**src/rtl/usr_serial_ctrl_if.sv**
```systemverilog
// usr_serial_ctrl_if
// Command handshake between a producer of transmit words and usr_serial_ctrl.
//   cmd_valid : producer offers a transfer
//   cmd_ready : controller can accept (idle)
//   cmd_data  : word to transmit
//   cmd_dir   : 0 = LSB-first, 1 = MSB-first
// master modport is the producer side; slave modport is the controller side.
interface usr_serial_ctrl_if #(
    parameter int WIDTH = 8
);
    logic             cmd_valid;
    logic             cmd_ready;
    logic [WIDTH-1:0] cmd_data;
    logic             cmd_dir;

    modport master (
        output cmd_valid,
        output cmd_data,
        output cmd_dir,
        input  cmd_ready
    );

    modport slave (
        input  cmd_valid,
        input  cmd_data,
        input  cmd_dir,
        output cmd_ready
    );
endinterface

```
**src/rtl/usr_serial_ctrl.sv**
```systemverilog
// usr_serial_ctrl
// Sequencer for an external 8-bit universal shift register (USR). A word is
// accepted over the cmd handshake, parallel-loaded into the USR, then shifted
// out one bit per shift_en strobe while the serial input is shifted in. The
// word left in the USR after WIDTH shifts is published on rx_data with a
// single-cycle rx_valid pulse.
// Ports:
//   clk, reset          : clock, asynchronous active-high reset
//   cmd                 : command handshake (slave side)
//   shift_en            : bit-rate strobe
//   abort               : synchronous abort of the current transfer
//   ser_in / ser_out    : serial receive / transmit bit
//   ser_valid           : ser_out is consumed this cycle
//   usr_q               : USR parallel output
//   usr_sel             : USR mode (00 hold, 01 right, 10 left, 11 load)
//   usr_pin             : USR parallel load data
//   usr_lin / usr_rin   : USR left-shift / right-shift serial inputs
//   rx_data / rx_valid  : last received word and its update strobe
//   busy                : a transfer is in progress
module usr_serial_ctrl #(
    parameter int WIDTH = 8,
    parameter int CNT_W = 4
) (
    input  logic             clk,
    input  logic             reset,
    usr_serial_ctrl_if.slave cmd,
    input  logic             shift_en,
    input  logic             abort,
    input  logic             ser_in,
    output logic             ser_out,
    output logic             ser_valid,
    input  logic [WIDTH-1:0] usr_q,
    output logic [1:0]       usr_sel,
    output logic [WIDTH-1:0] usr_pin,
    output logic             usr_lin,
    output logic             usr_rin,
    output logic [WIDTH-1:0] rx_data,
    output logic             rx_valid,
    output logic             busy
);

    localparam logic [1:0] IDLE  = 2'd0;
    localparam logic [1:0] LOAD  = 2'd1;
    localparam logic [1:0] SHIFT = 2'd2;
    localparam logic [1:0] DONE  = 2'd3;

    localparam logic [1:0] SEL_HOLD  = 2'b00;
    localparam logic [1:0] SEL_RIGHT = 2'b01;
    localparam logic [1:0] SEL_LEFT  = 2'b10;
    localparam logic [1:0] SEL_LOAD  = 2'b11;

    localparam logic [CNT_W-1:0] LAST_CNT = CNT_W'(WIDTH - 1);

    logic [1:0]       state_q, state_d;
    logic [CNT_W-1:0] cnt_q, cnt_d;
    logic             dir_q, dir_d;
    logic [WIDTH-1:0] pin_q, pin_d;
    logic [WIDTH-1:0] rx_data_q, rx_data_d;
    logic             cmd_ready_w;

    // Next-state and output decode. Every output defaults to its idle value so
    // that abort, gap cycles and reset all present a quiet USR interface.
    always_comb begin
        state_d     = state_q;
        cnt_d       = cnt_q;
        dir_d       = dir_q;
        pin_d       = pin_q;
        rx_data_d   = rx_data_q;
        usr_sel     = SEL_HOLD;
        ser_out     = 1'b0;
        ser_valid   = 1'b0;
        usr_lin     = 1'b0;
        usr_rin     = 1'b0;
        rx_valid    = 1'b0;
        busy        = 1'b1;
        cmd_ready_w = 1'b0;

        case (state_q)
            IDLE: begin
                busy        = 1'b0;
                cmd_ready_w = 1'b1;
                if (cmd.cmd_valid) begin
                    pin_d   = cmd.cmd_data;
                    dir_d   = cmd.cmd_dir;
                    state_d = LOAD;
                end
            end
            LOAD: begin
                if (abort) begin
                    state_d = IDLE;
                end else begin
                    usr_sel = SEL_LOAD;
                    cnt_d   = '0;
                    state_d = SHIFT;
                end
            end
            SHIFT: begin
                if (abort) begin
                    state_d = IDLE;
                end else if (shift_en) begin
                    // MSB-first shifts left so bit WIDTH-1 leaves and ser_in
                    // enters at bit 0; LSB-first is the mirror image.
                    usr_sel   = dir_q ? SEL_LEFT : SEL_RIGHT;
                    ser_valid = 1'b1;
                    ser_out   = dir_q ? usr_q[WIDTH-1] : usr_q[0];
                    usr_lin   = dir_q ? ser_in : 1'b0;
                    usr_rin   = dir_q ? 1'b0 : ser_in;
                    cnt_d     = cnt_q + 1'b1;
                    if (cnt_q == LAST_CNT) begin
                        state_d = DONE;
                    end
                end
            end
            DONE: begin
                if (abort) begin
                    state_d = IDLE;
                end else begin
                    rx_data_d = usr_q;
                    rx_valid  = 1'b1;
                    state_d   = IDLE;
                end
            end
            default: begin
                state_d = IDLE;
            end
        endcase
    end

    // State and datapath registers.
    always_ff @(posedge clk or posedge reset) begin
        if (reset) begin
            state_q   <= IDLE;
            cnt_q     <= '0;
            dir_q     <= 1'b0;
            pin_q     <= '0;
            rx_data_q <= '0;
        end else begin
            state_q   <= state_d;
            cnt_q     <= cnt_d;
            dir_q     <= dir_d;
            pin_q     <= pin_d;
            rx_data_q <= rx_data_d;
        end
    end

    assign cmd.cmd_ready = cmd_ready_w;
    assign usr_pin       = pin_q;
    assign rx_data       = rx_data_q;

endmodule
```
**src/flat_wrapper.sv**
```systemverilog
// flat-port wrapper written by rule: the top's interface ports become plain ports
module usr_serial_ctrl_flat 
#(
    parameter int WIDTH = 8,
    parameter int CNT_W = 4
)
  (clk, reset, shift_en, abort, ser_in, ser_out, ser_valid, usr_q, usr_sel, usr_pin, usr_lin, usr_rin, rx_data, rx_valid, busy, cmd_cmd_valid, cmd_cmd_data, cmd_cmd_dir, cmd_cmd_ready);
  usr_serial_ctrl_if #(.WIDTH(WIDTH)) cmd_i ();
  input  logic clk;
  input  logic reset;
  input  logic shift_en;
  input  logic abort;
  input  logic ser_in;
  output logic ser_out;
  output logic ser_valid;
  input  logic [WIDTH-1:0] usr_q;
  output logic [1:0] usr_sel;
  output logic [WIDTH-1:0] usr_pin;
  output logic usr_lin;
  output logic usr_rin;
  output logic [WIDTH-1:0] rx_data;
  output logic rx_valid;
  output logic busy;
  input wire logic [$bits(cmd_i.cmd_valid)-1:0] cmd_cmd_valid;
  input wire logic [$bits(cmd_i.cmd_data)-1:0] cmd_cmd_data;
  input wire logic [$bits(cmd_i.cmd_dir)-1:0] cmd_cmd_dir;
  output wire logic [$bits(cmd_i.cmd_ready)-1:0] cmd_cmd_ready;
  assign cmd_i.cmd_valid = cmd_cmd_valid;
  assign cmd_i.cmd_data = cmd_cmd_data;
  assign cmd_i.cmd_dir = cmd_cmd_dir;
  assign cmd_cmd_ready = cmd_i.cmd_ready;
  usr_serial_ctrl #(.WIDTH(WIDTH), .CNT_W(CNT_W)) u_core (.clk(clk), .reset(reset), .cmd(cmd_i), .shift_en(shift_en), .abort(abort), .ser_in(ser_in), .ser_out(ser_out), .ser_valid(ser_valid), .usr_q(usr_q), .usr_sel(usr_sel), .usr_pin(usr_pin), .usr_lin(usr_lin), .usr_rin(usr_rin), .rx_data(rx_data), .rx_valid(rx_valid), .busy(busy));
endmodule
```
**config.mk**
```make
export PLATFORM = sky130hd
export DESIGN_NAME = usr_serial_ctrl_flat
export DESIGN_NICKNAME = d
export VERILOG_FILES = /design/src/rtl/usr_serial_ctrl_if.sv /design/src/rtl/usr_serial_ctrl.sv /design/src/flat_wrapper.sv
export SDC_FILE = /design/constraint.sdc
export NUM_CORES = 1
export LEC_CHECK = 0
export ABC_AREA = 0
export ABC_CLOCK_PERIOD_IN_PS = 4600
export BUFFER_PORTS_ARGS = -buffer_cell sky130_fd_sc_hd__buf_2
export CAP_MARGIN = 5
export CORE_ASPECT_RATIO = 1.4
export CORE_UTILIZATION = 50
export DETAILED_ROUTE_END_ITERATION = 10
export HOLD_SLACK_MARGIN = 0.1
export PLACE_DENSITY = 0.79
export SYNTH_ARGS = -nofsm -noshare
export SYNTH_HDL_FRONTEND = slang
export SYNTH_SLANG_ARGS = --single-unit
```
**constraint.sdc**
```tcl
create_clock -name clk -period 4.6 [get_ports clk]
set_input_delay 0.23 -clock clk [delete_from_list [all_inputs] [get_ports clk]]
set_output_delay 0.23 -clock clk [all_outputs]
set_load 0.03 [all_outputs]
```
==> results, run 1 <==
- The share of power burned in the clock network is 0.098.
- Setup slack closes at 2.495 ns.
- For this configuration, the core starts out at a cell density of 0.5333.
- The power per cell area is 675.5 nW/um2.
- The routability congestion estimate from global placement is 0.7780.
- The floorplan step defined a die boundary enclosing about 2500 um2.
- The detailed placement HPWL is roughly 1.8 mm.
- For the pin with the worst max-slew slack, the measured transition is 0.8645 ns.
- The row count is 20.
- In the final layout, the share of cells above drive strength 1 is 0.5070.
- The number of maximum-capacitance constraint violations is 0.
- The signal on the critical path passes through inv_1 > ha_1 > nand3b_1 > inv_1 > a22oi_1 > nor2b_1 > buf_2.
- Across every metal layer, demand over resource in global routing totals 0.1874.
- The standard cell with the maximum stage delay on the critical path is sky130_fd_sc_hd__dfrtp_1.
- Clock-pin slew was measured on the worst setup and hold paths at roughly 0.13 ns.
- The wire length of the first global-routing pass is around 3.5 mm.
- The worst hold slack is approximately 0.066 ns.
- VDD sags by at most 0.3887 mV.
- The type of the setup path with the least slack is register to primary output.
- The per-cell via count in the routed design is roughly 5.5.
- 48 I/O pins were placed.
- The number of storage elements in the synthesis netlist is 23.
- Of the total power, combinational logic draws 0.544.
- Summed over all layers, the routed wires come to between 2 and 2.5 mm.
- The number of antenna violations at the first check in global routing is 0.
- TritonCTS built the clock tree.
- The count of cells resized by post-cts repair is 0.
- The count of buffers added on input and output ports is 47.
- The worst-case setup slack after placement is roughly 2.9 ns.
- The worst setup path is captured at a primary output.
- CTS built an H-tree with a depth of 1.
- Fill cells in the final layout number 174.
- In this run the vertical extent of the chip is 59.02 um.
- The average instance area after synthesis is between 10 and 15 um2.
- The number of DRC markers after the initial detailed-route iteration is 10.
- Of the total synthesized cell area, the portion taken by full adders, half adders and majority gates is 0.07543.
- The portion of synthesized area spent on multiplexers is 0.1907.
- The total number of yosys warnings is 0.
- Of the total synthesized cell area, the portion taken by AND, OR, NAND and NOR gates is 0.1325.
- The core area is around 2200 um2.
- The cell count after synthesis came out at 93.
- The final clock skew is ~0.0077 ns.
- By instance count, the cell type seen most on the critical path is sky130_fd_sc_hd__inv_1.
- The number of nets in the synthesized netlist is about 120.
- The stage delay of the slowest cell on the critical path is 0.42 ns.
- The share of the Yosys chip area taken by registers is 0.4957.
- Setup repair after global routing left no endpoint under its margin.
- The routed layout has between 800 and 900 vias.
- The switching power as a share of total power is 0.4593.
- The tightest slew margin relative to the limit is 0.4230.
- The number of hold buffers added after cts is 0.
- The class of the tightest hold or removal check is primary input to async pin.
- The number of pins exceeding their max-slew limit in the final report is 0.
- The final number of hold-violating endpoints is 0.
- Setup violations remaining at the end of the flow were counted as 0.
- The number of global-route vias before repair is between 800 and 900.
- Counting distinct cell types in the post-synthesis netlist gives 29.
- The clock latency on the worst-skew pair is 0.31 ns.
- TritonCTS created 3 clock buffers.
- The flow ran to the end, and the final reports show no timing, DRC or antenna violations.
- In this run the worst path has a maximum fanout of 8.
- STA classifies the critical path startpoint as a register.
- The number of detailed-route iterations in the first pass is 4.
- Of the available clock period, the critical path in the final layout requires 0.4576.
- Timing would allow up to about 480 MHz.
- The remaining routing DRC violations is 0.
- Entering global routing, the biggest net connects 24 pins.
- The worst path needs about 2.1 ns of the cycle, external delays included.
- The residual overflow from global routing is 0.
- The signal arrival time at the worst endpoint is roughly 1.9 ns.
- The synthesized-area fraction occupied by ao, oa, aoi and oai cells is 0.06897.
- In this run the post-CTS setup repair buffer count came out at 0.
- The routed wire length per instance is between 10 and 15 um.
- Data on the critical path is required at its endpoint by between 4 and 5 ns.
- The layout overhead on the synthesized area is 23.60%.
- The antenna diode instance count is 0.
- From left edge to right edge, the die measures about 43 um.
- The number of nets in the layout is between 150 and 200.
- The largest family of logic cells by synthesized area is multiplexers.
- Cell internal power was estimated by the tool at between 500 and 600 uW.
- The leakage component of the power is 0.0007764 uW.
- Of the total power, registers draw 0.358.
- The post-synth design cell area is between 1000 and 1500 um2.
- The fraction of synthesized cell area in xor and xnor cells is 0.
- The number of nets still failing antenna checks after routing is 0.
- The maximum clock insertion buffer count is 2.
- The setup TNS is 0 ns.
- For this design the total switching power over the nets is roughly 450 uW.
- Clock tree synthesis found a total of 23 sinks.
- CTS placed an instance of sky130_fd_sc_hd__clkbuf_4 at the clock tree root.
-- metal layers --
| layer | track usage | vias to the layer above | share of wire |
|---|---|---|---|
| li1 | - | 420 | - |
| met1 | 0.1924 | 443 | 0.37 |
| met2 | 0.3658 | 28 | 0.57 |
| met3 | 0.02439 | 4 | 0.045 |
| met4 | 0.08482 | 0 | 0.012 |
| met5 | 0 | - | 0 |
-- registers in the layout, summed over array words and instances (netlist names) --
name and flops:
u_core.cnt_q 4, u_core.dir_q 1, u_core.state_q 2, u_core.usr_pin 8, u_core.rx_data 8
-- synthesized netlist by cell type (all sizes together) --
master / n / area, um2
mux2i: 3 / 30.03
and3: 2 / 12.51
nor4b: 1 / 8.760
a21o: 1 / 7.510
a22o: 1 / 8.760
ha: 7 / 87.58
o21ai: 1 / 5.000
nand3: 1 / 5.000
nand2: 2 / 7.510
nor2b: 4 / 32.53
mux2: 17 / 191.4
nor2: 6 / 22.52
a22oi: 1 / 7.510
and2: 1 / 6.260
a221oi: 1 / 15.01
a32o: 1 / 11.26
nor3b: 1 / 7.510
o2bb2ai: 1 / 8.760
nor4: 1 / 6.260
or3: 1 / 11.26
buf: 2 / 16.26
a211o: 1 / 8.760
nand2b: 3 / 18.77
nand3b: 2 / 15.01
dfrtp: 23 / 575.6
inv: 7 / 26.28
o31ai: 1 / 7.510
-- cells by family after synthesis --
family                     Yosys count
AOI/OAI and AO/OA                    9
buffers and inverters                9
muxes                               20
DFF                                 23
adders and majority gates            7
and+or+nand+nor                     25
-- final cells by class --
| type | instances | area (um2) | area share |
|---|---|---|---|
| clock inverters | 1 | 5.005 | 0.003487 |
| flip-flops and latches | 23 | 575.6 | 0.4010 |
| well taps | 22 | 27.53 | 0.01918 |
| inverters | 7 | 26.28 | 0.01831 |
| repair buffers | 47 | 235.2 | 0.1639 |
| multi-input cells | 61 | 543.0 | 0.3784 |
| clock buffers | 3 | 22.52 | 0.01569 |
-- power by group through the flow --
| stage | Clock, uW | Combinational, uW | Sequential [uW] |
|---|---|---|---|
| CTS | 97.2 | 535 | 349 |
| global route | 101 | 566 | 359 |
| finish | 94.8 | 527 | 347 |
| detailed placement | 0 | 534 | 353 |
| floorplan | 0 | 248 | 490 |
| global placement | 0 | 522 | 345 |
-- path summary, 6_finish.rpt --
kind                            slack (ns)                 to  cells past startpoint               from
worst max register to register        2.92    u_core.cnt_q[3]                      5  u_core.state_q[0]
worst min-delay path                  0.07  u_core.usr_pin[5]                      2              reset
worst min register to register        0.52  u_core.usr_pin[3]                      1  u_core.usr_pin[3]
min in group clk                      0.13  u_core.rx_data[6]                      2           usr_q[6]
max in group asynchronous             4.00    u_core.cnt_q[2]                      2              reset
worst max-delay path                  2.50         usr_sel[1]                      7  u_core.state_q[0]
-- critical path: cells and delay by family (launching register included) --
kind | cells | cell delay [ns]
compound gates | 1 | 0.08
fa+ha+maj | 1 | 0.31
flops | 1 | 0.42
simple gates | 2 | 0.27
buf+inv | 3 | 0.48
-- placed cells by master, fill, tap and decap left out, types with 2 or more instances in the layout --
| master | n |
|---|---|
| sky130_fd_sc_hd__buf_2 | 47 |
| sky130_fd_sc_hd__inv_1 | 7 |
| sky130_fd_sc_hd__mux2_2 | 17 |
| sky130_fd_sc_hd__nand2b_1 | 3 |
| sky130_fd_sc_hd__mux2i_1 | 3 |
| sky130_fd_sc_hd__ha_1 | 7 |
| sky130_fd_sc_hd__nor2_1 | 6 |
| sky130_fd_sc_hd__nand2_1 | 2 |
| sky130_fd_sc_hd__nand3b_1 | 2 |
| sky130_fd_sc_hd__nor2b_1 | 3 |
| sky130_fd_sc_hd__and3_1 | 2 |
| sky130_fd_sc_hd__clkbuf_4 | 3 |
| sky130_fd_sc_hd__dfrtp_1 | 23 |
-- metrics by stage --
| stage | utilization | cell area [um2] | total power [uW] | std cells |
|---|---|---|---|---|
| finish | 0.6592 | 1435 | 969.4 | 164 |
| detailed placement | 0.6466 | 1408 | 887.0 | 160 |
| global placement | 0.6466 | 1408 | 866.5 | 160 |
| global route | 0.6592 | 1435 | 1026 | 164 |
| floorplan | - | 1161 | 737.6 | 93 |
| CTS | 0.6592 | 1435 | 980.8 | 164 |
Power figures use the tool's default switching activity.
==> run 2, diff against run 1 <==
--- a/config.mk
+++ b/config.mk
@@ -5,15 +5,15 @@
 export SDC_FILE = /design/constraint.sdc
 export NUM_CORES = 1
 export LEC_CHECK = 0
-export ABC_AREA = 0
-export ABC_CLOCK_PERIOD_IN_PS = 4600
+export ABC_AREA = 1
+export ABC_CLOCK_PERIOD_IN_PS = 1700
 export BUFFER_PORTS_ARGS = -buffer_cell sky130_fd_sc_hd__buf_2
 export CAP_MARGIN = 5
 export CORE_ASPECT_RATIO = 1.4
-export CORE_UTILIZATION = 50
+export CORE_UTILIZATION = 42
 export DETAILED_ROUTE_END_ITERATION = 10
 export HOLD_SLACK_MARGIN = 0.1
-export PLACE_DENSITY = 0.79
+export PLACE_DENSITY = 0.7
 export SYNTH_ARGS = -nofsm -noshare
 export SYNTH_HDL_FRONTEND = slang
 export SYNTH_SLANG_ARGS = --single-unit
==> constraint.sdc (replaced) <==
create_clock -name clk -period 1.7 [get_ports clk]
set_input_delay 0.085 -clock clk [delete_from_list [all_inputs] [get_ports clk]]
set_output_delay 0.085 -clock clk [all_outputs]
set_load 0.03 [all_outputs]
==> results, run 2 <==
- The flow ran to the end, and the final reports show no timing, DRC or antenna violations.
- The residual overflow from global routing is 0 (unchanged).
- The final number of hold-violating endpoints is 0 (unchanged).
- The total number of clock tree sinks is 23 (unchanged).
- The number of instances on the worst hold path is 3.
- The remaining routing DRC violations is 0 (unchanged).
- The number of nets still failing antenna checks after routing is 0 (unchanged).
- The share of async-settable or async-resettable flops after synthesis is 1.000 (unchanged).
- Dividing the final minimum period by the clock period gives 0.9610.
- The row count is 21 (+5.0%).
- The count of cells along the worst register-to-register path is 5 (unchanged).
- The clock transition at the registers of the reported paths is 0.13 ns (about the same).
- The final clock skew is 0.001120 ns (-0.006548 ns).
- The routability congestion estimate from global placement came to 0.7565 (-2.8%).
- The detailed placement HPWL is 1.833 mm (+0.23%).
- The core area is 2470 um2 (+13%).
- The adder-cell area share of the yosys netlist was 0.07709 (+0.001661).
- The clock latency on the worst-skew pair is 0.32 ns (about the same).
- The library cells used most frequently in the layout, excluding fill and tap cells, are 44 x sky130_fd_sc_hd__buf_2, 35 x sky130_fd_sc_hd__nand2_1, 22 x sky130_fd_sc_hd__dfrtp_1.
- The signal arrival time at the worst endpoint is 1.55 ns (-0.32 ns).
- The total track usage is 0.2136 (+0.02614).
- The signal on the critical path passes through inv_2 > buf_4 > ha_1 > inv_1 > a21oi_1 > buf_4.
- The largest voltage drop on the vdd net is 1.142 mV (+190%).
- The area fraction in and, or, nand and nor cells after synthesis is 0.2225 (+0.08992).
- The initial cell density of the core is 0.4600 (-0.07335).
- The number of maximum-capacitance constraint violations is 0 (unchanged).
- The fraction of synthesized cell area in xor and xnor cells is 0 (unchanged).
- TritonCTS built the clock tree.
- The per-cell via count in the routed design is 4.645 (-15%).
- The synthesized netlist net count is 156 (+27%).
- The top fanout value on the critical path is 3 (-5).
- The register-to-register path setup slack is 0.23 ns (-2.69 ns).
- The share of layout cells above drive strength 1 came to 0.4150 (-0.09204).
- The area enclosed by the die boundary is 2920 um2 (+16%).
- The library cell used most frequently in the layout, excluding fill and tap cells, is sky130_fd_sc_hd__buf_2.
- The average instance area after synthesis is 9.017 um2 (-28%).
- The slowest stage of the critical path is the sky130_fd_sc_hd__dfrtp_1 cell.
- The worst setup path is of the register to primary output kind.
- The H-tree depth is 1 (unchanged).
- The overall die height is 63.54 um (+7.6%).
- The cell that appears most often on the critical path is sky130_fd_sc_hd__buf_4.
- The maximum clock insertion buffer count came to 2 (unchanged).
- The kind of cell with the highest combined delay on the critical path is buffers and inverters.
- The fill cell instance count of the final layout was 187 (+7.5%).
- STA classifies the critical path startpoint as a register.
- The critical path data required time is 1.62 ns (-2.75 ns).
- The final design instance area without fill was 1735 um2 (+21%).
- STA classifies the critical path endpoint as a primary output.
- In this run the critical register-to-register path is captured at u_core.usr_pin[1].
- The routed wire length per instance was 11.53 um (-17%).
- The tightest slew margin relative to the limit is 0.8004 (+0.3773).
- The dominant cell by count in the synthesized netlist is sky130_fd_sc_hd__nand2_1.
- The number of DRC markers after the initial detailed-route iteration came to 22 (+12).
- For the finished layout, the period the worst path requires is between 1.5 and 2 ns.
- The post-synth design cell area is 1136 um2 (-2.2%).
- The stage delay of the slowest cell on the critical path is 0.39 ns (-0.03 ns).
- The synthesized-area fraction occupied by ao, oa, aoi and oai cells is 0.05727 (-0.01170).
- The count of distinct cell types in the synthesized netlist was 19 (-34%).
- The reg-to-reg critical path startpoint is u_core.state_q[0].
- The total number of yosys warnings was 0 (unchanged).
- Sorting the synthesized cells by area gives the leading types as sky130_fd_sc_hd__dfrtp_1 51%, sky130_fd_sc_hd__nand2_1 12%, sky130_fd_sc_hd__mux2_2 7.9%.
- The die boundary width is 45.96 um (+7.6%).
- The beginning of the worst hold path is cmd_cmd_valid.
- The post-placement cell area is 1436 um2 (+2.0%).
- The number of detailed-route iterations in the first pass is 4 (unchanged).
- The number of global-route vias before repair is 1,090 (+23%).
- The wire length of the first global-routing pass came to 4.602 mm (+30%).
- The leakage component of the power is 0.0009302 uW (+20%).
- The cell taking the most area after synthesis is sky130_fd_sc_hd__dfrtp_1.
- The path class of the tightest hold or removal check is primary input to register.
- The endpoint with the worst hold slack is u_core.dir_q.
- The number of pins exceeding their max-slew limit in the final report is 0 (unchanged).
- The number of clock buffers inserted by TritonCTS came to 3 (unchanged).
- The number of top-level pins is 48 (unchanged).
- The clock root buffer master is sky130_fd_sc_hd__clkbuf_4.
- The largest family of logic cells by synthesized area is simple AND/OR/NAND/NOR gates.
- The count of flip-flops with a built-in enable after synthesis was 0 (unchanged).
- The slew at the pin with the worst max-slew slack is 0.2995 ns (-0.5650 ns).
- The maximum number of pins on one net before global-route repair is 24 (unchanged).
- The proportion of synthesized chip area in sequential cells was 0.5066 (+0.01092).
- The number of storage elements in the synthesis netlist came to 23 (unchanged).
- The total design power is 2804 uW (+190%).
- The total via count after detailed routing is 1,087 (+21%).
- The share of the synthesized area in the top cell type is 0.5066 (+0.01092).
- The number of antenna violations at the first check in global routing is 0 (unchanged).
- The utilization after layout came to 0.7026 (+0.04344).
- The commonest cells after synthesis are 36 x sky130_fd_sc_hd__nand2_1, 23 x sky130_fd_sc_hd__dfrtp_1, 13 x sky130_fd_sc_hd__inv_1.
- The portion of netlist area occupied by mux cells is 0.07930 (-0.1114).
- The number of buffers and inverters on the critical path came to 4 (+1).
- The number of nets in the layout was 231 (+34%).
- The count of mapped cells out of synthesis is 126 (+35%).
- The highest clock frequency the design can meet is roughly 600 MHz.
- The number of endpoints failing setup at the final stage is 0 (unchanged).
- The number of buffer cells added on primary ports came to 47 (unchanged).
- The wire length reported by the detailed router is 2.699 mm (+19%).
- The antenna diode instance count is 0 (unchanged).
- The power per cell area is 1616 nW/um2 (+140%).
- Compared with the post-synthesis result, the final layout area differs by 52.75%.
- Among all flip-flop cells after synthesis, the most frequent one is sky130_fd_sc_hd__dfrtp_1.
[run 2: changes by cell type in the layout (fill, tap and decap cells not counted), moves of 4 or more]
| cell | previous run | this run |
|---|---|---|
| sky130_fd_sc_hd__buf_4 | 0 | 6 |
| sky130_fd_sc_hd__dlygate4sd3_1 | 0 | 19 |
| sky130_fd_sc_hd__inv_1 | 7 | 11 |
| sky130_fd_sc_hd__inv_2 | 0 | 5 |
| sky130_fd_sc_hd__mux2_2 | 17 | 8 |
| sky130_fd_sc_hd__nand2_1 | 2 | 35 |
| sky130_fd_sc_hd__nand3_1 | 1 | 5 |
[run 2: cell families after synthesis]
logic type / after synthesis
AND/OR/NAND/NOR: 59
buffers and inverters: 17
adder cells (fa/ha/maj): 7
AO/OA/AOI/OAI: 12
flip-flops: 23
multiplexers: 8
[run 2: repair_timing]
action / 4_1_cts / 5_1_grt
buffers inserted: 2 / 1
endpoints found under the setup margin: 5 / 6
hold endpoints to repair: 41 / 0
hold buffers: 19 / 0
resized for setup: 7 / 9
pin swaps: 0 / 2
[run 2: report_power, final]
group / leakage (uW) / switching (uW) / internal [uW] / total (uW)
clock: 0.0000177 / 169 / 88.2 / 257
combinational: 0.000627 / 1030 / 580 / 1610
sequential: 0.000285 / 153 / 783 / 936
total: 0.000930 / 1350 / 1450 / 2800
[run 2: per-layer routing]
layer  vias up  part of all wire  track usage
met5         -                 0            0
met4         0             0.014      0.09559
met3         5             0.035      0.04011
met2        30              0.53       0.3451
met1       507              0.42       0.2649
li1        545                 -            -
[run 2: tightest hold or removal path: stages]
cell and delay (ns):
sky130_fd_sc_hd__buf_2 0.11, sky130_fd_sc_hd__nand2_2 0.18, sky130_fd_sc_hd__a21oi_1 0.10
[run 2: final cells by class]
cell class | instances | area, um2 | area share
inverters | 16 | 60.06 | 0.03461
repair buffers | 71 | 478.0 | 0.2754
multi-input cells | 86 | 550.5 | 0.3172
clock buffers | 3 | 22.52 | 0.01298
flip-flops and latches | 23 | 576.8 | 0.3324
well taps | 34 | 42.54 | 0.02451
clock inverters | 1 | 5.005 | 0.002884
[run 2: worst max path at each step]
stage                       to               from  depth (start not counted)
floorplan           usr_sel[1]  u_core.state_q[0]                          6
global placement       ser_out  u_core.state_q[0]                          7
detailed placement     ser_out  u_core.state_q[0]                          7
CTS                    ser_out  u_core.state_q[1]                          6
global route        usr_sel[1]  u_core.state_q[0]                          7
finish              usr_sel[0]  u_core.state_q[0]                          6
[run 2: through the flow]
stage | worst slack [ns] | std cells | setup TNS, ns | hold slack, ns
after global placement | 0.2013 | 208 | 0 | 0.1338
after CTS | 0.01131 | 233 | 0 | 0.1755
after floorplan | -0.04528 | 126 | -0.04528 | 0.08692
after global routing | -0.01788 | 234 | -0.01788 | 0.2114
final | 0.06633 | 234 | 0 | 0.1808
after detailed placement | 0.1236 | 208 | 0 | 0.1435
